$ cat config.mk
export PLATFORM = sky130hd
export DESIGN_NAME = rf_write_arbiter_flat
export DESIGN_NICKNAME = d
export VERILOG_FILES = /design/src/rtl/rf_write_arbiter_if.sv /design/src/rtl/rf_write_arbiter.sv /design/src/flat_wrapper.sv
export SDC_FILE = /design/constraint.sdc
export NUM_CORES = 1
export LEC_CHECK = 0
export CAP_MARGIN = 0
export CORE_MARGIN = 10
export CORE_UTILIZATION = 30
export CTS_BUF_LIST = sky130_fd_sc_hd__clkbuf_4 sky130_fd_sc_hd__clkbuf_8
export CTS_CLUSTER_SIZE = 20
export DETAILED_ROUTE_END_ITERATION = 8
export GPL_TIMING_DRIVEN = 1
export PLACE_DENSITY = 0.57
export SLEW_MARGIN = 10
export SYNTH_ARGS = -nofsm -noshare
export SYNTH_HDL_FRONTEND = slang
export SYNTH_SLANG_ARGS = --single-unit
$ cat constraint.sdc
create_clock -name clk -period 4.5 [get_ports clk]
set_input_delay 0.45 -clock clk [delete_from_list [all_inputs] [get_ports clk]]
set_output_delay 0.45 -clock clk [all_outputs]
set_load 0.01 [all_outputs]
$ cat src/rtl/rf_write_arbiter_if.sv
`default_nettype none
// ============================================================================
// Module      : rf_write_arbiter_if
// Description : Requester handshakes, register-file write port and decode
//               hazard signals for rf_write_arbiter. Bypass signals exist
//               only when RF_ARB_BYPASS_EN is defined.
// Revision    : 1.0 - initial release
// ============================================================================
interface rf_write_arbiter_if #(
    parameter int AW = 5,
    parameter int DW = 32
);
    logic          req0_valid;
    logic          req0_ready;
    logic [AW-1:0] req0_addr;
    logic [DW-1:0] req0_data;
    logic          req1_valid;
    logic          req1_ready;
    logic [AW-1:0] req1_addr;
    logic [DW-1:0] req1_data;
    logic          RegWrite;
    logic [AW-1:0] addD;
    logic [DW-1:0] WB_out;
    logic [AW-1:0] addA;
    logic [AW-1:0] addB;
    logic          hazard_a;
    logic          hazard_b;
`ifdef RF_ARB_BYPASS_EN
    logic          bypass_a_valid;
    logic [DW-1:0] bypass_a_data;
    logic          bypass_b_valid;
    logic [DW-1:0] bypass_b_data;
`endif

    modport master (
        output req0_valid, req0_addr, req0_data,
        output req1_valid, req1_addr, req1_data,
        output addA, addB,
        input  req0_ready, req1_ready,
        input  RegWrite, addD, WB_out,
`ifdef RF_ARB_BYPASS_EN
        input  bypass_a_valid, bypass_a_data, bypass_b_valid, bypass_b_data,
`endif
        input  hazard_a, hazard_b
    );

    modport slave (
        input  req0_valid, req0_addr, req0_data,
        input  req1_valid, req1_addr, req1_data,
        input  addA, addB,
        output req0_ready, req1_ready,
        output RegWrite, addD, WB_out,
`ifdef RF_ARB_BYPASS_EN
        output bypass_a_valid, bypass_a_data, bypass_b_valid, bypass_b_data,
`endif
        output hazard_a, hazard_b
    );
endinterface
`default_nettype wire

$ cat src/rtl/rf_write_arbiter.sv
`default_nettype none
// ============================================================================
// Module      : rf_write_arbiter
// Description : Two one-entry write buffers round-robin arbitrated onto a
//               registered register-file write port, with RAW hazard flags.
//               Optional operand bypass outputs: define RF_ARB_BYPASS_EN.
// Revision    : 1.0 - initial release
// ============================================================================
module rf_write_arbiter #(
    parameter int AW = 5,
    parameter int DW = 32
) (
    input  logic               clk,
    input  logic               rst_n,
    rf_write_arbiter_if.slave  bus
);

    logic [1:0]    w_in_valid;
    logic [AW-1:0] w_in_addr [2];
    logic [DW-1:0] w_in_data [2];

    logic [1:0]    r_hold_v;
    logic [AW-1:0] r_hold_addr [2];
    logic [DW-1:0] r_hold_data [2];
    logic          r_rr;

    logic [1:0]    w_grant;
    logic [1:0]    w_ready;
    logic          w_sel;

    logic          r_reg_write;
    logic [AW-1:0] r_add_d;
    logic [DW-1:0] r_wb_out;

    assign w_in_valid   = {bus.req1_valid, bus.req0_valid};
    assign w_in_addr[0] = bus.req0_addr;
    assign w_in_addr[1] = bus.req1_addr;
    assign w_in_data[0] = bus.req0_data;
    assign w_in_data[1] = bus.req1_data;

    always_comb begin
        w_grant = r_hold_v;
        if (&r_hold_v) begin
            w_grant = r_rr ? 2'b10 : 2'b01;
        end
    end

    // A buffer being drained this cycle can accept its next write in parallel.
    assign w_ready        = ~r_hold_v | w_grant;
    assign w_sel          = w_grant[1];
    assign bus.req0_ready = w_ready[0];
    assign bus.req1_ready = w_ready[1];

    always_ff @(posedge clk or negedge rst_n) begin
        if (!rst_n) begin
            r_hold_v <= 2'b00;
            for (int n = 0; n < 2; n++) begin
                r_hold_addr[n] <= '0;
                r_hold_data[n] <= '0;
            end
        end else begin
            for (int n = 0; n < 2; n++) begin
                if (w_in_valid[n] && w_ready[n]) begin
                    r_hold_v[n]    <= 1'b1;
                    r_hold_addr[n] <= w_in_addr[n];
                    r_hold_data[n] <= w_in_data[n];
                end else if (w_grant[n]) begin
                    r_hold_v[n]    <= 1'b0;
                end
            end
        end
    end

    // Pointer moves only on a conflict, handing the next tie to the loser.
    always_ff @(posedge clk or negedge rst_n) begin
        if (!rst_n) begin
            r_rr <= 1'b0;
        end else if (&r_hold_v) begin
            r_rr <= ~r_rr;
        end
    end

    // x0 writes consume the grant but never assert the write enable.
    always_ff @(posedge clk or negedge rst_n) begin
        if (!rst_n) begin
            r_reg_write <= 1'b0;
            r_add_d     <= '0;
            r_wb_out    <= '0;
        end else if (|w_grant) begin
            r_reg_write <= (r_hold_addr[w_sel] != '0);
            r_add_d     <= r_hold_addr[w_sel];
            r_wb_out    <= r_hold_data[w_sel];
        end else begin
            r_reg_write <= 1'b0;
        end
    end

    assign bus.RegWrite = r_reg_write;
    assign bus.addD     = r_add_d;
    assign bus.WB_out   = r_wb_out;

    logic [1:0] w_buf_hit_a;
    logic [1:0] w_buf_hit_b;
    logic       w_ws_hit_a;
    logic       w_ws_hit_b;

    always_comb begin
        for (int n = 0; n < 2; n++) begin
            w_buf_hit_a[n] = r_hold_v[n] && (r_hold_addr[n] == bus.addA);
            w_buf_hit_b[n] = r_hold_v[n] && (r_hold_addr[n] == bus.addB);
        end
    end

    assign w_ws_hit_a   = r_reg_write && (r_add_d == bus.addA);
    assign w_ws_hit_b   = r_reg_write && (r_add_d == bus.addB);
    assign bus.hazard_a = (bus.addA != '0) && ((|w_buf_hit_a) || w_ws_hit_a);
    assign bus.hazard_b = (bus.addB != '0) && ((|w_buf_hit_b) || w_ws_hit_b);

`ifdef RF_ARB_BYPASS_EN
    // With both buffers matching, the entry granted second (~rr) is the newest.
    always_comb begin
        bus.bypass_a_valid = bus.hazard_a;
        if (w_ws_hit_a) begin
            bus.bypass_a_data = r_wb_out;
        end else if (&w_buf_hit_a) begin
            bus.bypass_a_data = r_hold_data[~r_rr];
        end else if (w_buf_hit_a[1]) begin
            bus.bypass_a_data = r_hold_data[1];
        end else begin
            bus.bypass_a_data = r_hold_data[0];
        end
    end

    always_comb begin
        bus.bypass_b_valid = bus.hazard_b;
        if (w_ws_hit_b) begin
            bus.bypass_b_data = r_wb_out;
        end else if (&w_buf_hit_b) begin
            bus.bypass_b_data = r_hold_data[~r_rr];
        end else if (w_buf_hit_b[1]) begin
            bus.bypass_b_data = r_hold_data[1];
        end else begin
            bus.bypass_b_data = r_hold_data[0];
        end
    end
`endif

endmodule
`default_nettype wire

$ cat src/flat_wrapper.sv
// flat-port wrapper written by rule: the top's interface ports become plain ports
module rf_write_arbiter_flat 
#(
    parameter int AW = 5,
    parameter int DW = 32
)
  (clk, rst_n, bus_req0_valid, bus_req0_addr, bus_req0_data, bus_req1_valid, bus_req1_addr, bus_req1_data, bus_addA, bus_addB, bus_req0_ready, bus_req1_ready, bus_RegWrite, bus_addD, bus_WB_out, bus_hazard_a, bus_hazard_b);
  rf_write_arbiter_if #(.AW(AW), .DW(DW)) bus_i ();
  input  logic clk;
  input  logic rst_n;
  input wire logic [$bits(bus_i.req0_valid)-1:0] bus_req0_valid;
  input wire logic [$bits(bus_i.req0_addr)-1:0] bus_req0_addr;
  input wire logic [$bits(bus_i.req0_data)-1:0] bus_req0_data;
  input wire logic [$bits(bus_i.req1_valid)-1:0] bus_req1_valid;
  input wire logic [$bits(bus_i.req1_addr)-1:0] bus_req1_addr;
  input wire logic [$bits(bus_i.req1_data)-1:0] bus_req1_data;
  input wire logic [$bits(bus_i.addA)-1:0] bus_addA;
  input wire logic [$bits(bus_i.addB)-1:0] bus_addB;
  output wire logic [$bits(bus_i.req0_ready)-1:0] bus_req0_ready;
  output wire logic [$bits(bus_i.req1_ready)-1:0] bus_req1_ready;
  output wire logic [$bits(bus_i.RegWrite)-1:0] bus_RegWrite;
  output wire logic [$bits(bus_i.addD)-1:0] bus_addD;
  output wire logic [$bits(bus_i.WB_out)-1:0] bus_WB_out;
  output wire logic [$bits(bus_i.hazard_a)-1:0] bus_hazard_a;
  output wire logic [$bits(bus_i.hazard_b)-1:0] bus_hazard_b;
  assign bus_i.req0_valid = bus_req0_valid;
  assign bus_i.req0_addr = bus_req0_addr;
  assign bus_i.req0_data = bus_req0_data;
  assign bus_i.req1_valid = bus_req1_valid;
  assign bus_i.req1_addr = bus_req1_addr;
  assign bus_i.req1_data = bus_req1_data;
  assign bus_i.addA = bus_addA;
  assign bus_i.addB = bus_addB;
  assign bus_req0_ready = bus_i.req0_ready;
  assign bus_req1_ready = bus_i.req1_ready;
  assign bus_RegWrite = bus_i.RegWrite;
  assign bus_addD = bus_i.addD;
  assign bus_WB_out = bus_i.WB_out;
  assign bus_hazard_a = bus_i.hazard_a;
  assign bus_hazard_b = bus_i.hazard_b;
  rf_write_arbiter #(.AW(AW), .DW(DW)) u_core (.clk(clk), .rst_n(rst_n), .bus(bus_i));
endmodule
==> reports/results.txt <==
GR Layer Usage met1 = 0.1653
Global Route met2 Usage = 0.1843
Critical Path AT = 2.72 ns
Worst r2r src = u_core.r_hold_v[1]
1st-iter DRT viols = 147
Setup crit start = u_core.r_hold_v[1]
Buffers added on ports = 129
Final min period = 3.166 ns
Pwr per Cell Area = 590.9 mW/mm^2
Placed instance area = 0.006726 sq mm
MaxCap Viol Count = 0
Drt total wl = 14350 um
Leak Pwr = 0.003024 uW
Most used routing layer = met2
CP Class = register to output pin
Synth async-reset ratio = 1.000
Final worst-path cycle share = 0.7036
H-tree depth = 4
Final Skew = 0.006688 ns
Post-Syn Nets = 479
Setup TNS = 0 ns
Met3 Use GR = 0.04572
Vias = 3665
Ys flop type = dfrtp_1
Final Max Tran Viols = 0
CP Launch Type = register
Post-Syn Instances = 391
Layout cells sized above 1 = 0.2060
First-pass GRT wire length = 23130 um
Slowest CP cell = dfrtp_2
Hold Path Class = input pin to async pin
Gr usage total = 0.1248
DR vias/cell = 4.829
Clk pin slew, worst setup/hold paths = 0.07 ns
Outcome = completed
Crit path capture type = output pin
Antenna diodes = 0
RSZ-0062 raised after global routing = no
Ys Warns = 0
Reg2Reg Depth = 4
CTS tree = done
Layout area overhead = 36.96%
Worst slew margin = 0.3060
Worst skew pair latency = 0.42 ns
# DRC = 0
Average size of a mapped cell = 13.44 sq um
VDD IR max = 0.2258 mV
Die ar. = 0.02321 sq mm
Post-CTS setup buffer count = 0
Sequential area share after synthesis = 0.5477
Starting Density = 0.3048
Mapped Area = 0.005254 sq mm
Antenna violations before repair = 0
Die W = 152.3 um
Core area = 0.01724 sq mm
Total CTS buffers = 17
Hpwl dp = 9799 um
Die height = 152.3 um
Critical Path Fanout Max = 22
Most frequent cells in the layout = clkdlybuf4s50_1 (128), dfrtp_1 (114), nand2_1 (43), mux2_1 (43)
Flop2flop setup slack = 1.49 ns
# rows = 48
Largest net degree at the start of global routing = 58
Most common cell after layout, fill and taps aside = clkdlybuf4s50_1
Number of global-route vias before repair = 3899
Required @ worst endpoint = 4.05 ns
Layout net count = 609
Post-synth EDFFs = 0
Worst-path cell chain = buf_4, nand2_1, or2_1, clkdlybuf4s50_1
Max frequency = 315.8 MHz
Clock Sink Count = 115
Total grt overflow = 0
Reg2reg end = u_core.bus.WB_out[27]
Cell variety after synth = 26
Top Ports = 130
Clock tree buffer depth = 2
Worst slew pin tran = 1.037 ns
CTS Root Cell = clkbuf_8
Yosys reg bits = 115
CP peak stage delay = 0.81 ns
Final count of hold timing violations = 0
Final instance area = 0.007196 sq mm
DR pass1 iterations = 4
Count of final setup violators = 0
Antenna-violating nets left = 0
Final GP Congestion = 0.7648
DR WL/cell = 18.91 um
==> cell type report <==
class | count | area [sq um]
clock buffer | 23 | 310.3
inverter | 1 | 3.754
clock inverter | 9 | 148.9
tap | 225 | 281.5
fill | 1585 | 10040
timing repair buffer | 135 | 1336
multi-input combinational | 251 | 2236
sequential | 115 | 2879
==> report_power, final <==
group | switching, uW | internal (uW) | leakage [uW] | total, uW
Clock | 410 | 682 | 0.000239 | 1090
Sequential | 325 | 1390 | 0.00133 | 1720
Combinational | 597 | 847 | 0.00146 | 1440
==> routing by layer <==
| layer | wire (um) | up-vias |
|---|---|---|
| li1 | - | 1704 |
| met2 | 6607 | 122 |
| met5 | 0 | - |
| met4 | 169 | 0 |
| met1 | 6724 | 1826 |
| met3 | 849 | 13 |
==> cells by family (layout without fill, tap and decap cells) <==
family | after synthesis | count (layout) | synth area share
AOI/OAI and AO/OA | 39 | 39 | 0.08192
xor gates and xnor gates | 30 | 30 | 0.05001
buffers and inverters | 25 | 168 | 0.02715
DFF | 115 | 115 | 0.5477
muxes | 111 | 111 | 0.2291
and+or+nand+nor | 71 | 71 | 0.06406
==> critical path: cells and delay by family, from the launching register on <==
kind,cells,cell delay (ns)
flip-flops,1,0.81
AND/OR/NAND/NOR,2,0.46
buffers and inverters,2,1.01
==> cell usage after synthesis (all sizes together) (3+ instances only) <==
cell type / instances / area, sq um
buf: 19 / 120.1
clkbuf: 5 / 18.77
dfrtp: 115 / 2878
mux2: 74 / 833.3
mux2i: 37 / 370.4
nand2: 46 / 191.4
nand3: 3 / 15.01
nand4: 6 / 37.54
nor2: 3 / 11.26
nor4: 6 / 37.54
o221a: 37 / 416.7
xnor2: 6 / 52.55
xor2: 24 / 210.2
==> metrics by stage <==
| stage | instances | total power (uW) | utilization | setup slack [ns] | hold slack (ns) |
|---|---|---|---|---|---|
| after floorplan | 391 | 2478 | - | 2.963 | 0.1544 |
| after global placement | 726 | 3169 | 0.3902 | 1.543 | 0.2509 |
| after detailed placement | 726 | 3202 | 0.3902 | 1.418 | 0.2519 |
| after CTS | 759 | 4325 | 0.4175 | 1.237 | 0.3129 |
| after global routing | 759 | 4516 | 0.4175 | 1.145 | 0.3086 |
| final | 759 | 4252 | 0.4175 | 1.334 | 0.3521 |
==> state kept, by name, indices dropped and copies added, names as in the netlist <==
signal	cells
u_core.bus.WB_out	32
u_core.r_hold_addr	10
u_core.r_hold_v	2
u_core.bus.addD	5
u_core.bus.RegWrite	1
u_core.r_rr	1
u_core.r_hold_data	64
==> repair_timing <==
action | in CTS | in global routing
endpoints found under the hold margin | 3 | 0
hold buffers | 1 | 0
resized for setup | 0 | 0
==> worst max-delay path by stage <==
stage	endpoint	slack (ns)
floorplan	bus_hazard_a	2.96
global placement	u_core.bus.WB_out[13]	1.54
detailed placement	u_core.bus.WB_out[18]	1.42
CTS	bus_req1_ready	1.24
global route	bus_req1_ready	1.14
finish	bus_req1_ready	1.33
Note: power is estimated with default switching activity, not from simulation.
